===== config.mk =====
export PLATFORM = sky130hd
export DESIGN_NAME = exec_lane_dispatch
export DESIGN_NICKNAME = d
export VERILOG_FILES = /design/src/rtl/exec_lane_dispatch.sv
export SDC_FILE = /design/constraint.sdc
export NUM_CORES = 1
export LEC_CHECK = 0
export ABC_AREA = 0
export BUFFER_PORTS_ARGS = -buffer_cell sky130_fd_sc_hd__buf_2
export CORE_MARGIN = 2
export CORE_UTILIZATION = 52
export CTS_CLUSTER_DIAMETER = 30
export DETAILED_ROUTE_END_ITERATION = 6
export HOLD_SLACK_MARGIN = 0.08
export PLACE_DENSITY = 0.76
export SLEW_MARGIN = 40
export SYNTH_ARGS = -nofsm -noshare
export SYNTH_HDL_FRONTEND = slang
export SYNTH_SLANG_ARGS = --single-unit

===== constraint.sdc =====
create_clock -name clk -period 3.3 [get_ports clk]
set_clock_uncertainty 0.15 [all_clocks]
set_input_delay 0 -clock clk [delete_from_list [all_inputs] [get_ports clk]]
set_output_delay 0 -clock clk [all_outputs]
set_load 0.03 [all_outputs]

===== src/rtl/exec_lane_dispatch.sv =====
// Lane dispatcher: round-robin grant to free executors, in-order retire,
// and a drain-then-broadcast sequence for action-table reconfiguration.
module exec_lane_dispatch #(
    parameter int NUM_LANES = 4,
    parameter int LANE_W    = 2
) (
    input  logic                 clk,
    input  logic                 rst,
    input  logic                 pkt_valid_i,
    output logic                 pkt_ready_o,
    output logic [NUM_LANES-1:0] lane_start_o,
    output logic [LANE_W-1:0]    lane_sel_o,
    input  logic [NUM_LANES-1:0] lane_ready_i,
    output logic                 out_valid_o,
    output logic [LANE_W-1:0]    out_lane_o,
    input  logic                 out_ready_i,
    input  logic                 mod_req_i,
    output logic [NUM_LANES-1:0] lane_mod_start_o,
    output logic                 mod_ack_o,
    output logic [LANE_W:0]      inflight_o
);

    typedef enum logic [1:0] {
        RUN,
        DRAIN,
        MOD,
        ACK
    } state_t;

    state_t state;

    logic [NUM_LANES-1:0] busy;
    logic [NUM_LANES-1:0] done;
    logic [NUM_LANES-1:0] busy_nx;
    logic [NUM_LANES-1:0] done_nx;
    logic [LANE_W-1:0]    rr_ptr;
    logic [LANE_W-1:0]    grant;
    logic [LANE_W-1:0]    wr_ptr;
    logic [LANE_W-1:0]    rd_ptr;
    logic [LANE_W-1:0]    head;
    logic [LANE_W:0]      count;
    logic [LANE_W-1:0]    order_q [NUM_LANES];
    logic                 transfer;
    logic                 retire;
    logic                 head_done;

    function automatic logic [LANE_W:0] popcount(
        input logic [NUM_LANES-1:0] v
    );
        logic [LANE_W:0] n;
        n = '0;
        for (int i = 0; i < NUM_LANES; i++) begin
            n = n + (LANE_W+1)'(v[i]);
        end
        return n;
    endfunction

    // Scan downward so the last hit is the first free lane from rr_ptr.
    always_comb begin
        grant = rr_ptr;
        for (int i = NUM_LANES - 1; i >= 0; i--) begin
            if (!busy[rr_ptr + LANE_W'(i)]) begin
                grant = rr_ptr + LANE_W'(i);
            end
        end
    end

    assign pkt_ready_o = !rst && (state == RUN) && !mod_req_i
                         && (busy != '1);
    assign transfer = pkt_valid_i && pkt_ready_o;
    assign retire = out_valid_o && out_ready_i;
    assign lane_start_o = transfer ? (NUM_LANES'(1) << grant) : '0;
    assign lane_sel_o = rst ? '0 : grant;

    assign head = order_q[rd_ptr];
    assign head_done = done[head] || (busy[head] && lane_ready_i[head]);

    always_comb begin
        busy_nx = busy;
        done_nx = done | (busy & lane_ready_i);
        if (transfer) begin
            busy_nx[grant] = 1'b1;
        end
        if (retire) begin
            busy_nx[out_lane_o] = 1'b0;
            done_nx[out_lane_o] = 1'b0;
        end
    end

    always_ff @(posedge clk) begin
        if (transfer) begin
            order_q[wr_ptr] <= grant;
        end
    end

    always_ff @(posedge clk) begin
        if (rst) begin
            state            <= RUN;
            busy             <= '0;
            done             <= '0;
            rr_ptr           <= '0;
            wr_ptr           <= '0;
            rd_ptr           <= '0;
            count            <= '0;
            out_valid_o      <= 1'b0;
            out_lane_o       <= '0;
            lane_mod_start_o <= '0;
            mod_ack_o        <= 1'b0;
            inflight_o       <= '0;
        end else begin
            busy       <= busy_nx;
            done       <= done_nx;
            inflight_o <= popcount(busy_nx);
            count      <= count + (LANE_W+1)'(transfer)
                          - (LANE_W+1)'(retire);
            if (transfer) begin
                wr_ptr <= wr_ptr + LANE_W'(1);
                rr_ptr <= grant + LANE_W'(1);
            end
            if (retire) begin
                rd_ptr <= rd_ptr + LANE_W'(1);
            end

            // A retire forces one idle cycle before the next head is offered.
            if (retire) begin
                out_valid_o <= 1'b0;
            end else if (!out_valid_o && count != '0 && head_done) begin
                out_valid_o <= 1'b1;
                out_lane_o  <= head;
            end

            unique case (state)
                RUN: begin
                    if (mod_req_i) begin
                        state <= DRAIN;
                    end
                end
                DRAIN: begin
                    if (busy_nx == '0) begin
                        state            <= MOD;
                        lane_mod_start_o <= '1;
                    end
                end
                MOD: begin
                    state            <= ACK;
                    lane_mod_start_o <= '0;
                    mod_ack_o        <= 1'b1;
                end
                ACK: begin
                    state     <= RUN;
                    mod_ack_o <= 1'b0;
                end
            endcase
        end
    end

endmodule


# After elaboration in Yosys (flattened, before gate mapping)
# Memories as Yosys holds them, arrays and structs flattened. A register that Yosys moved wholly into a read port is not among the register bits.
# Cells that the tools add are included.
dict set report classes {
  mux 37
  eq_ne 6
  bitwise 7
  magnitude_cmp 9
  addsub 11
  shifts 1
  reduce_logical 23
}
# operator n
set ops {}
lappend ops {{$lt 2x3->1 const B} 7}
lappend ops {{$mux 4} 5}
lappend ops {{$mux 2} 9}
lappend ops {{$bmux 1 s2} 7}
lappend ops {{$and 4x4->4} 3}
lappend ops {{$mux 1} 11}
lappend ops {{$logic_and 1x1->1} 10}
lappend ops {{$add 2x1->2 const B} 4}
lappend ops {{$or 4x4->4} 2}
lappend ops {{$pmux 2 s4} 1}
lappend ops {{$pmux 4 s2} 1}
lappend ops {{$add 3x1->3} 2}
lappend ops {{$reduce_and 2->1} 3}
lappend ops {{$add 2x2->2 const B} 2}
lappend ops {{$demux 1 s2} 2}
lappend ops {{$eq 2x2->1 const B} 2}
lappend ops {{$ge 2x1->1 const B} 2}
lappend ops {{$logic_not 4->1} 1}
lappend ops {{$ne 2x2->1 const B} 2}
lappend ops {{$ne 4x4->1 const B} 1}
lappend ops {{$not 4->4} 1}
lappend ops {{$reduce_bool 2->1} 2}
lappend ops {{$shl 1x2->4 const A} 1}
lappend ops {{$add 2x1->3} 1}
lappend ops {{10 further kinds} 12}
dict set report totals {
  output_inout_bits 18
  memories 1
  reg_bits 30
  ramBits 8
  wordCells 107
  in_bits 9
}
# name words word_bits read_ports rd_ports_with_merged_regs wr line_no
set memory_table {}
lappend memory_table {order_q 4 2 1 1 1 42} ;# logic [LANE_W-1:0] order_q [NUM_LANES];

# Logic depth before layout (Yosys ltp)
dict set report logic_depth {
  depth_word 18
  ltp_mapped 13
  ltp_nobuf 12
}

# Worst setup path after synthesis
# No wires, ideal clock.
dict set report synth_timing {
  kind {flip-flop to flip-flop}
  from {reg busy[3]}
  to {reg inflight_o[1]}
  setup_ps 117
  t_required_ps 3033
  path_slack_ps 260
  path_stages_with_launch 14
  period_less_slack_ps 3040
  n_path_buf 1
  arrival_ps 2773
  path_cell_list {dfxtp_1 > clkbuf_1 > o21ai_0 > a22o_1 > a22o_1 > inv_1 > ha_1 > a21oi_1 > or2_2 > inv_1 > fa_1 > ha_1 > ha_1 > nor2b_1}
}
dict set report synth_between {
  elab_chain_cells 17
  elab_cells_between_ends 27
  cone_classes {3 x add/sub; 2 x order compare; 1 x eq/ne; 16 x mux; 2 x bitwise; 3 x reduce/logical}
}
# element line_no
set synth_rtl {}
lappend synth_rtl {{from (decl)} 32} ;# logic [NUM_LANES-1:0] busy;
lappend synth_rtl {{from (signal assigned)} 111} ;# busy <= busy_nx;
lappend synth_rtl {{$bmux 1 s2} 62} ;# if (!busy[rr_ptr + LANE_W'(i)]) begin
lappend synth_rtl {{$mux 1 (not written as such)} 62}
lappend synth_rtl {{$mux 2 (3 in series)} 62}
lappend synth_rtl {{$mux 2 (*)} 62}
lappend synth_rtl {{named net grant[1]} 37} ;# logic [LANE_W-1:0] grant;
lappend synth_rtl {{$lt 2x3->1 (not written as such) / $ge 2x1->1 (equally long branches)} 82} ;# busy_nx[grant] = 1'b1;
lappend synth_rtl {{$logic_and 1x1->1 (not written as such)} 82}
lappend synth_rtl {{$mux 1 (not written as such)} 82}
lappend synth_rtl {{$demux 1 s2 (*)} 82}
lappend synth_rtl {{$or 4x4->4 (no line) (*)} -}
lappend synth_rtl {{$mux 4 (*)} 81} ;# if (transfer) begin
lappend synth_rtl {{$and 4x4->4 (no line)} -}
lappend synth_rtl {{$mux 4 (*)} 84} ;# if (retire) begin
lappend synth_rtl {{named net busy_nx[0]} 34} ;# logic [NUM_LANES-1:0] busy_nx;
lappend synth_rtl {{$add 1x1->2 (*)} 53} ;# n = n + (LANE_W+1)'(v[i]);
lappend synth_rtl {{$add 2x1->3 (*)} 53}
lappend synth_rtl {{$add 3x1->3 (*)} 53}
lappend synth_rtl {{to (signal assigned)} 113} ;# inflight_o <= popcount(busy_nx);
lappend synth_rtl {{to (decl)} 20} ;# output logic [LANE_W:0] inflight_o
# Mark *: on every way through the listed nets, which the timed path passes. The rest lies on a longest branch. The select of a mux whose other input is x is not followed.
# A chain may end at the register's enable or synchronous reset.

# Worst setup path after layout
dict set report layout_timing {
  from {reg busy[2]}
  to {reg inflight_o[1]}
}
# The elaborated chain is that of the path after synthesis.

==> impl_metrics.json <==
{
  "setup_viol": 0,
  "clock.fmax_mhz": 327,
  "drive_above_1_share": 0.217,
  "maximum_number_of_pins_on_one_net_before_global_route_repair": 30,
  "detailroute.via_count": 1559,
  "placementRows": 22,
  "synthesis.yosys.warnings": 0,
  "hold_path_startpoint": "mod_req_i",
  "start_util": 0.555,
  "filler_cell_count": 325,
  "r2r_slack_ns": 0.24,
  "path_clk_slew_ns": 0.07,
  "clock_tree.buffer_depth": 2,
  "antenna_violating_nets_post_route": 0,
  "die_h_um": 67.2,
  "layout.nets": 268,
  "power_leakage_nw": 1.05,
  "path_max_fanout": 10,
  "placedCellCount": 274,
  "total_switching_power_mw": 0.392,
  "crit-reg2reg-capture": "inflight_o[1]$_SDFF_PP0_",
  "syn_avg_cell_area_um2": 9.84,
  "grt_first_pass_wirelength_um": 6940,
  "synth_cell_types": 49,
  "numCtsBuffers": 5,
  "antenna_cells": 0,
  "synthMostInstantiatedCell": "sky130_fd_sc_hd__dfxtp_1",
  "arrival_ns": 3.06,
  "share_comb_of_total_power": 0.283,
  "tritoncts": "yes",
  "die-area_um2": 4520,
  "dominant_cell_type_by_area_after_synthesis": "sky130_fd_sc_hd__dfxtp_1",
  "power.share.switching": 0.329,
  "min_period_over_period": 0.926,
  "tightestPinTransition_ns": 0.526,
  "timing_worst_setup_path_type": "register to register",
  "post-route-drc-count": 0,
  "worst_r2r_path_depth": 12,
  "detailedPlace.worstSlack_ns": 0.0956,
  "holdCritPathClass": "input pin to register",
  "h-tree-depth": 2,
  "yosysTopAreaCellShare": 0.280,
  "die_width_um": 67.2,
  "power.sequential.fraction": 0.447,
  "finalWorstPathRequiredPeriod_ns": 3.06,
  "unrepaired_setup_endpoints_after_global_routing": "no",
  "critPathLaunchType": "register",
  "buffer_ports.inserted": 26,
  "drt_iter0_markers": 69,
  "postLayoutSetupSlackWorst_ns": 0.243,
  "tns_ns": 0,
  "drv.max_cap_violation_count": 0,
  "report.power.total_mw": 1.19,
  "synthArstFlopShare": 0,
  "post_synth_instance_area_um2": 2080,
  "synth_common_cells": "29 x sky130_fd_sc_hd__dfxtp_1, 18 x sky130_fd_sc_hd__ha_1, 18 x sky130_fd_sc_hd__nor2_1, 16 x sky130_fd_sc_hd__inv_1, 12 x sky130_fd_sc_hd__a21oi_1",
  "io-pin-count": 27,
  "ys_dominant_reg_cell": "sky130_fd_sc_hd__dfxtp_1",
  "rr_startpoint": "busy[2]$_SDFF_PP0_",
  "first_global_vias": 1542,
  "gr-usage-all-layers": 0.207,
  "outcome": "finished clean",
  "timing.hold.worst_path_depth": 4,
  "p_clk_frac": 0.270,
  "min_delay_worst_endpoint": "state[1]$_SDFFE_PP0P_",
  "ys_top_cells_by_area": "sky130_fd_sc_hd__dfxtp_1 28%, sky130_fd_sc_hd__edfxtp_1 12%, sky130_fd_sc_hd__ha_1 11%",
  "first_pass_iters": 4,
  "grt_antenna_before_repair": 0,
  "end_kind": "register",
  "yosys_register_bits": 37,
  "global_route_overflow": 0,
  "routed_via_density": 5.41,
  "fin_util": 0.633,
  "gpl.final_weighted_congestion": 0.837,
  "data_required_time_of_the_worst_path_ns": 3.30,
  "synthesis_to_layout_area_growth_pct": 14.0,
  "synthCells": 211,
  "yosysSeqAreaShare": 0.395,
  "post_synth_edffs": 8,
  "clock-sinks": 37,
  "design.core.area_um2": 3740,
  "dp_hpwl_um": 3010,
  "finalWirelength_um": 4040,
  "power.density_cell_area_nw_per_um2": 502,
  "synth_fp_nets": 240,
  "maximum_vdd_drop_mv": 0.275,
  "tightest_slew_margin_relative_to_the_limit": 0.649,
  "crit_start": "busy[2]$_SDFF_PP0_",
  "maxSlewViolCount": 0,
  "wl_per_cell_um": 14.0,
  "clock_insertion_delay_worst_skew_ns": 0.28,
  "internal_power_mw": 0.798,
  "clock_tree.root_cell": "sky130_fd_sc_hd__clkbuf_8",
  "hold_violations": 0,
  "layoutNonFillerInstCount": 288
}
[registers in the layout, indices dropped and copies added (netlist names), 2 cells and up, named ones only]
| name | cells |
|---|---|
| inflight_o | 3 |
| out_lane_o | 2 |
| rd_ptr | 2 |
| done | 4 |
| busy | 4 |
| count | 3 |
| order_q | 8 |
| wr_ptr | 2 |
| rr_ptr | 2 |
| state | 2 |
[placed cells by master (no fill, tap or decap), drive strengths merged, types with 5 or more instances in the layout]
master and n:
nor3 9, dlygate4sd3 6, dfxtp 29, inv 16, o21ai 5, clkbuf 8
nor2b 7, a21oi 12, mux2i 11, edfxtp 8, and3 9, nand2 8
nor2 18, buf 27, ha 18
[how the worst max path moves through the flow]
stage / to / cells after the start
after CTS: inflight_o[1]$_SDFF_PP0_ / 12
final: inflight_o[1]$_SDFF_PP0_ / 12
after floorplan: inflight_o[1]$_SDFF_PP0_ / 13
after global placement: inflight_o[1]$_SDFF_PP0_ / 12
after global routing: inflight_o[1]$_SDFF_PP0_ / 11
after detailed placement: inflight_o[1]$_SDFF_PP0_ / 12
[repair_timing]
action | in CTS | in global routing
buffers inserted | 0 | 0
setup endpoints to repair | 0 | 3
endpoints found under the hold margin | 21 | 0
hold buffers | 6 | 0
gates resized for setup | 0 | 5
[per-layer routing]
metal  GRT usage  routed length [µm]  up-vias
li1            -                   -      791
met3      0.0517                 194        6
met5           0                   0        -
met2       0.351                1890       36
met1       0.260                1900      726
met4      0.0612                  52        0
[logic make-up after synthesis]
| logic type | count (synthesis) | synth area share |
|---|---|---|
| buffers and inverters | 29 | 0.0608 |
| AND/OR/NAND/NOR | 70 | 0.195 |
| XOR/XNOR | 5 | 0.0211 |
| adder cells (fa/ha/maj) | 20 | 0.128 |
| flip-flops | 37 | 0.395 |
| multiplexers | 16 | 0.0855 |
| AO/OA/AOI/OAI | 34 | 0.115 |
[through the flow]
| stage | hold slack [ns] | cell area [µm²] |
|---|---|---|
| 6_report | 0.114 | 2370 |
| 5_1_grt | 0.130 | 2370 |
| 4_1_cts | 0.111 | 2360 |
| 3_5_place_dp | 0.143 | 2210 |
| 3_3_place_gp | 0.139 | 2210 |
| 2_1_floorplan | -0.0115 | 2080 |
[worst max-delay path, stage by stage (launching register included)]
cell and delay (ns):
sky130_fd_sc_hd__dfxtp_2 0.42, sky130_fd_sc_hd__o21ai_0 0.11, sky130_fd_sc_hd__a22o_1 0.24, sky130_fd_sc_hd__a22o_2 0.32, sky130_fd_sc_hd__inv_1 0.10, sky130_fd_sc_hd__ha_1 0.17, sky130_fd_sc_hd__a21oi_1 0.06, sky130_fd_sc_hd__or2_2 0.30
sky130_fd_sc_hd__inv_1 0.09, sky130_fd_sc_hd__fa_1 0.39, sky130_fd_sc_hd__ha_1 0.19, sky130_fd_sc_hd__ha_1 0.26, sky130_fd_sc_hd__nor2b_1 0.13
[power groups by stage]
| stage | Clock, mW | Sequential (mW) | Combinational [mW] |
|---|---|---|---|
| final | 0.321 | 0.532 | 0.337 |
| after global routing | 0.345 | 0.538 | 0.374 |
| after CTS | 0.330 | 0.533 | 0.337 |
| after detailed placement | 0 | 0.543 | 0.330 |
| after global placement | 0 | 0.541 | 0.323 |
| after floorplan | 0 | 0.560 | 0.250 |
[final cells by class]
type,instances,area [µm²],share of cell area
repair buffers,33,198,0.0835
well taps,48,60.1,0.0254
clock buffers,8,90.1,0.0380
inverters,17,63.8,0.0269
flip-flops and latches,37,826,0.349
multi-input cells,145,1130,0.478
(Power assumes the default switching activity.)
